===== config.mk =====
export PLATFORM = sky130hd
export DESIGN_NAME = seven_seg_scan
export DESIGN_NICKNAME = d
export VERILOG_FILES = /design/src/rtl/seven_seg_scan.sv
export SDC_FILE = /design/constraint.sdc
export NUM_CORES = 1
export LEC_CHECK = 0
export CORE_MARGIN = 3
export CORE_UTILIZATION = 47
export DETAILED_ROUTE_END_ITERATION = 10
export PLACE_DENSITY = 0.87
export SYNTH_ARGS = -nofsm -noshare
export SYNTH_HDL_FRONTEND = slang
export SYNTH_SLANG_ARGS = --single-unit
export TNS_END_PERCENT = 30

===== constraint.sdc =====
create_clock -name clk -period 2.2 [get_ports clk]
set_clock_uncertainty 0.15 [all_clocks]
set_input_delay 0.44 -clock clk [delete_from_list [all_inputs] [get_ports clk]]
set_output_delay 0.44 -clock clk [all_outputs]
set_load 0.01 [all_outputs]

===== src/rtl/seven_seg_scan.sv =====
// Time-multiplexed hex display driver. It takes a snapshot of value, dp_in and
// digit_en once per frame. Define SEVEN_SEG_LZB_EN to blank leading zeros.
module seven_seg_scan #(
  parameter int N_DIGITS    = 4,
  parameter int REFRESH_DIV = 100000
) (
  input  logic                  clk,
  input  logic                  reset,
  input  logic [4*N_DIGITS-1:0] value,
  input  logic [N_DIGITS-1:0]   dp_in,
  input  logic [N_DIGITS-1:0]   digit_en,
  output logic [6:0]            seg,
  output logic                  dp,
  output logic [N_DIGITS-1:0]   an,
  output logic                  frame_start
);

  localparam int CNT_W = (REFRESH_DIV > 1) ? $clog2(REFRESH_DIV) : 1;
  localparam int IDX_W = (N_DIGITS > 1) ? $clog2(N_DIGITS) : 1;
  localparam logic [CNT_W-1:0] CNT_LAST = CNT_W'(REFRESH_DIV - 1);
  localparam logic [IDX_W-1:0] IDX_LAST = IDX_W'(N_DIGITS - 1);

  logic [CNT_W-1:0]      cnt_q, cnt_d;
  logic [IDX_W-1:0]      idx_q, idx_d;
  logic [4*N_DIGITS-1:0] val_q;
  logic [N_DIGITS-1:0]   dpin_q;
  logic [N_DIGITS-1:0]   en_q;
  logic [6:0]            seg_q, seg_d;
  logic                  dp_q, dp_d;
  logic [N_DIGITS-1:0]   an_q, an_d;
  logic                  fs_q;
  logic                  tick, snap;
  logic [3:0]            nib;
  logic [N_DIGITS-1:0]   blank;

  // Active-high glyphs, bit order {a,b,c,d,e,f,g}.
  function automatic logic [6:0] glyph(input logic [3:0] h);
    case (h)
      4'h0: glyph = 7'h7E;
      4'h1: glyph = 7'h30;
      4'h2: glyph = 7'h6D;
      4'h3: glyph = 7'h79;
      4'h4: glyph = 7'h33;
      4'h5: glyph = 7'h5B;
      4'h6: glyph = 7'h5F;
      4'h7: glyph = 7'h70;
      4'h8: glyph = 7'h7F;
      4'h9: glyph = 7'h73;
      4'hA: glyph = 7'h77;
      4'hB: glyph = 7'h1F;
      4'hC: glyph = 7'h4E;
      4'hD: glyph = 7'h3D;
      4'hE: glyph = 7'h4F;
      default: glyph = 7'h47;
    endcase
  endfunction

  always_comb begin
    tick  = (cnt_q == CNT_LAST);
    snap  = tick && (idx_q == IDX_LAST);
    cnt_d = tick ? '0 : cnt_q + 1'b1;
    idx_d = idx_q;
    if (tick) idx_d = (idx_q == IDX_LAST) ? '0 : idx_q + 1'b1;
  end

`ifdef SEVEN_SEG_LZB_EN
  logic zero_run;

  // Walk from the most significant digit down; digit 0 is never blanked.
  always_comb begin
    zero_run = 1'b1;
    blank    = '0;
    for (int i = N_DIGITS - 1; i >= 0; i--) begin
      zero_run = zero_run && (val_q[4*i +: 4] == 4'h0);
      if (i > 0) blank[i] = zero_run;
    end
  end
`else
  always_comb blank = '0;
`endif

  always_comb begin
    nib   = val_q[4*idx_q +: 4];
    an_d  = '1;
    seg_d = 7'h7F;
    dp_d  = 1'b1;
    if (en_q[idx_q]) begin
      an_d[idx_q] = 1'b0;
      dp_d        = ~dpin_q[idx_q];
      if (!blank[idx_q]) seg_d = ~glyph(nib);
    end
  end

  always_ff @(posedge clk) begin
    if (reset) begin
      cnt_q  <= '0;
      idx_q  <= '0;
      val_q  <= '0;
      dpin_q <= '0;
      en_q   <= '0;
      seg_q  <= 7'h7F;
      dp_q   <= 1'b1;
      an_q   <= '1;
      fs_q   <= 1'b0;
    end else begin
      cnt_q <= cnt_d;
      idx_q <= idx_d;
      if (snap) begin
        val_q  <= value;
        dpin_q <= dp_in;
        en_q   <= digit_en;
      end
      fs_q  <= snap;
      seg_q <= seg_d;
      dp_q  <= dp_d;
      an_q  <= an_d;
    end
  end

  assign seg         = seg_q;
  assign dp          = dp_q;
  assign an          = an_q;
  assign frame_start = fs_q;

endmodule

* Word-level counts from Yosys, hierarchy flattened *
Memories as Yosys holds them, arrays and structs flattened.
Index checks and enable logic that the tools add are counted.

cells by class
  add/sub/neg operators = 2
  $mul = 0
  div/mod/pow operators = 0
  $lt $le $gt $ge = 2
  eq/ne operators = 2
  shift operators = 1
  muxes and demuxes = 11
  bitwise gates (word level) = 4
  reductions and logical operators = 5

operators with widths
  operator                                                           count
  adder 17 x 1 -> 17 bit, second input constant                      1
  equality test 17 bit, second input constant                        1
  variable part select 16 x 5 -> 4 bit                               1
  2-to-1 mux 7 bit                                                   2
  NOT 7 bit                                                          1
  binary-select mux 1 bit (select 2 bit)                             3
  2-to-1 mux 1 bit                                                   4
  NOT 4 bit                                                          1
  OR reduction 2 bit                                                 2
  less-than comparator 2 x 3 -> 1 bit, second input constant         1
  OR reduction 3 bit                                                 1
  adder 2 x 1 -> 2 bit, second input constant                        1
  demux 1 bit (select 2 bit)                                         1
  equality test 2 bit, second input constant                         1
  greater-or-equal comparator 2 x 1 -> 1 bit, second input constant  1
  logical AND 1 bit                                                  2
  2-to-1 mux 2 bit                                                   1
  NOT 1 bit                                                          2

storage, ports and cells
  bits in registers = 56
  bits in latches = 0
  bits in writable memories = 0
  bits in read-only memories = 112
  output and inout bits = 13
  logic and storage cells = 37
  memories = 1

memories
  name             depth  width  rd ports  clocked after Yosys merged registers in  wr ports  RTL line  text
  (no name shown)  16     7      1         0                                        0         38        case (h)

* Logic depth before layout (Yosys ltp) *
  word-level depth = 5
  depth in mapped cells = 7
  depth with buffers taken out = 6

* Least setup slack after synthesis *
Ideal clock, no wire load.

  path kind = reg-to-reg
  from = register cnt_q[0]
  to = register dpin_q[0]
  arrival time = 1994 ps
  data required time = 1933 ps
  path slack = -60 ps
  stages on the path, launching flop included = 8
  buffers on the path = 2
  period minus slack after synthesis = 2260 ps
  cell sequence = dfxtp_1 ha_1 nand3_2 or4b_1 buf_2 o31a_4 buf_6 a22o_1

on the way
  cells in the longest elaborated chain, start to end = 2

RTL lines
  element                   RTL line  text
  start: declaration        23        logic [CNT_W-1:0] cnt_q, cnt_d;
  start signal: assignment  106       cnt_q <= cnt_d;
  equality test 17 bit      59        tick = (cnt_q == CNT_LAST);
  logical AND 1 bit         60        snap = tick && (idx_q == IDX_LAST);
  end signal: assignment    110       dpin_q <= dp_in;
  end: declaration          26        logic [N_DIGITS-1:0] dpin_q;

Every way passes these cells.
A chain may end at the register's enable or synchronous reset.

* Worst setup path in the final report *
  from = register cnt_q[1]
  to = register cnt_q[16]

on the way
  cells in the longest elaborated chain, start to end = 2
  elaborated cells on any way between the ends = 3
  classes of those cells = add/sub: 1; eq/ne: 1; reduce/logical: 1

RTL lines
  element
  parallel branches: the longest is 2 deep, another holds adder 17 x 1 -> 17 bit

Parallel ways; which one is timed is not known.

==> out/results.ini <==
[run_status]
outcome = completed

[place]
dp_slack_ns = 0.0403
gp_congestion = 0.838
dpl.hpwl_um = 3340
io_buffers = 38
dp.cells = 331

[sta]
hold_slack_ns = 0.312
worstMarginPinSlew_ns = 0.387
grt_setup_unrepaired = false
finalSetupTns_ns = 0
layout_min_cycle_time_ns = 2.13
max_freq_mhz = 469
fin_crit_sh_pct = 97.0
setup_violations = 0
relSlewSlack_pct = 74.2
hold_viol = 0
final_max_slew_viol_count = 0
finalWorstSetupSlack_ns = 0.0657

[synth]
ys_ff_latch = 56
yosys_warnings = 0
async_flop_share_pct = 0
synth_top_area_share_pct = 47.8
ys.flop_type = dfxtp_1
ys_top_cells_by_area = dfxtp_1 48%, a22o_1 9.0%, mux4_2 5.8%, ha_1 5.3%, xnor2_1 3.7%
synth_cell_types = 42
yosys.area.top_type = dfxtp_1
synth_edf_count = 0
yosysMostFrequentCell = dfxtp_1
syn_avg_cell_area_um2 = 10.6
seq_area_frac_synth_pct = 47.8
netlist_area_um2 = 2350
synthCells = 222
syn_nets = 258
synth_commonest_cells = 56 x dfxtp_1, 24 x a22o_1, 16 x nor2_1

[clocking]
clockBufferDepth = 2
clock_tree.root_cell = clkbuf_8
clkTransAtPathRegs_ns = 0.09
numCtsBuffers = 5
post_cts_resized = 0
post_cts_buffers = 0
cts_sinks = 56
hold_buffers = 0
htree_levels = 2
cts_tree = built
clock_latency_ns = 0.31

[global_route]
antenna_found_initial = 0
grt_max_degree = 26
grt_pass1_vias = 1775
grt_pass1_wl_um = 8110
grt-ovfl-total = 0
grt.total_usage_pct = 16.7

[worst_setup_path]
worstPathRequired_ns = 2.29
path_max_fanout = 5
rrSetupSlack_ns = 0.07
critPathKind = flip-flop to flip-flop
cpMaxStageDelayCell = or4_1
worstSetupEndpointType = flip-flop
crit-reg2reg-capture = cnt_q[16]
critical-path-max-stage-delay_ns = 0.61
rr_worst_depth = 6
worstPathCellList = ha_4 -> nand3_4 -> buf_4 -> or4_1 -> or3_1 -> a21oi_1
rr_startpoint = cnt_q[1]
cp.arrival_ns = 2.22
critPathLaunchType = flip-flop

[final_layout]
finalCoreUtilization_pct = 63.0
n_antenna_cell = 0
syn2layout_area_growth_pct = 28.5
drive_gt1_share_pct = 13.2
fin_nets = 307
instances_no_fill = 339

[floorplan]
io_pins = 39
rows = 25
fp.dieW_um = 76.7
start_util_pct = 49.0
dieHeight_um = 76.7
core-area_um2 = 4790
die_area_um2 = 5880

[pwr]
power_density_nw_per_um2 = 589
power.switching_uw = 360
p_int_uw = 1420
p_seq_share_pct = 57.7
p_comb_share_pct = 4.5
swShare_pct = 20.3
clockPowerShare_pct = 37.8
ir_drop_uv = 558
p_leak_uw = 0.00107

[min_path]
hold_depth = 1
hold_class = flip-flop to flip-flop
hold-path-endpoint = cnt_q[0]
min_from = cnt_q[0]

[routing]
wl_um = 4590
via_per_inst = 5.35
routed-via-count = 1813
first_iter_violations = 79
drc = 0
ant_nets = 0
detail_route.wl_per_cell_um = 13.5
first_pass_iters = 4

[job]
maxCapViolations = 0

## state kept, by name (all words and copies together), names as in the netlist
name         cells
frame_start      1
cnt_q           17
dp               1
en_q             4
seg              7
an               4
val_q           16
dpin_q           4
idx_q            2
## critical path, delay by kind of cell (launching register included)
family	cells	cell delay, ns
compound gates	1	0.15
fa+ha+maj	1	0.16
buf+inv	1	0.16
flops	1	0.38
simple gates	3	1.07
## cells in the final DEF (no fill, tap or decap), drive strengths merged
cell type       n
a211oi          1
a21boi          1
a21oi           7
a22o           24
and2            1
buf            15
bufinv          1
clkbuf          6
clkdlybuf4s50  38
dfxtp          56
ha             10
inv            14
mux2            2
mux2i           1
mux4            6
nand2          14
nand2b          2
nand3           7
nand4           3
nor2           16
nor2b           1
nor3            4
nor4            3
nor4b           1
nor4bb          1
o211ai          3
o21a            2
o21ai           7
o221ai          2
o2bb2ai         1
o31a            1
o31ai           1
or2             1
or3             5
or4             2
or4b            1
xnor2          10
xor2            1
## power groups by stage
stage	Clock, µW	Sequential [µW]	Combinational (µW)
after floorplan	0	1050	25.4
after global placement	0	1050	79.4
after detailed placement	0	1050	80.4
after CTS	696	1020	80.5
after global routing	731	1020	87.7
final	672	1020	79.8
## metal layers
metal  share of wire, %  routed length, µm  up-vias  global-route usage [%]
met1                 46               2130      868                    20.9
met2                 48               2220       43                    28.0
met3                3.8                174        6                    3.99
met4                1.4                 62        0                    6.34
li1                   -                  -      896                       -
met5                  0                  0        -                       0
## cells by family (layout without fill, tap and decap cells)
family | Yosys count | in the layout | synth area share [%]
adder cells (fa/ha/maj) | 10 | 10 | 5.33
AND/OR/NAND/NOR | 62 | 62 | 14.1
AO/OA/AOI/OAI | 50 | 50 | 16.5
multiplexers | 9 | 9 | 7.15
flip-flops | 56 | 56 | 47.8
buffers and inverters | 24 | 74 | 4.96
XOR/XNOR | 11 | 11 | 4.11
## final cells by class
type | count | area (µm²)
multi-input cells | 142 | 1130
clock buffers | 6 | 72.6
clock inverters | 2 | 38.8
repair buffers | 53 | 518
well taps | 67 | 83.8
fillers | 377 | 1770
inverters | 13 | 48.8
flip-flops and latches | 56 | 1120
## how the worst max path moves through the flow
stage                  start        end  cells past startpoint  slack (ns)
detailed placement  cnt_q[1]    en_q[0]                      5        0.04
global placement    cnt_q[0]    en_q[1]                      5        0.08
finish              cnt_q[1]  cnt_q[16]                      6        0.07
global route        cnt_q[1]  dpin_q[2]                      7       0.005
CTS                 cnt_q[1]    en_q[1]                      5        0.01
floorplan           cnt_q[1]  dpin_q[2]                      7       -0.04
## metrics by stage
step           power, µW  instance area (µm²)
5_1_grt             1840                 3020
2_1_floorplan       1070                 2370
3_3_place_gp        1130                 2900
6_report            1780                 3020
4_1_cts             1800                 3010
3_5_place_dp        1130                 2900
(Power assumes the default switching activity.)
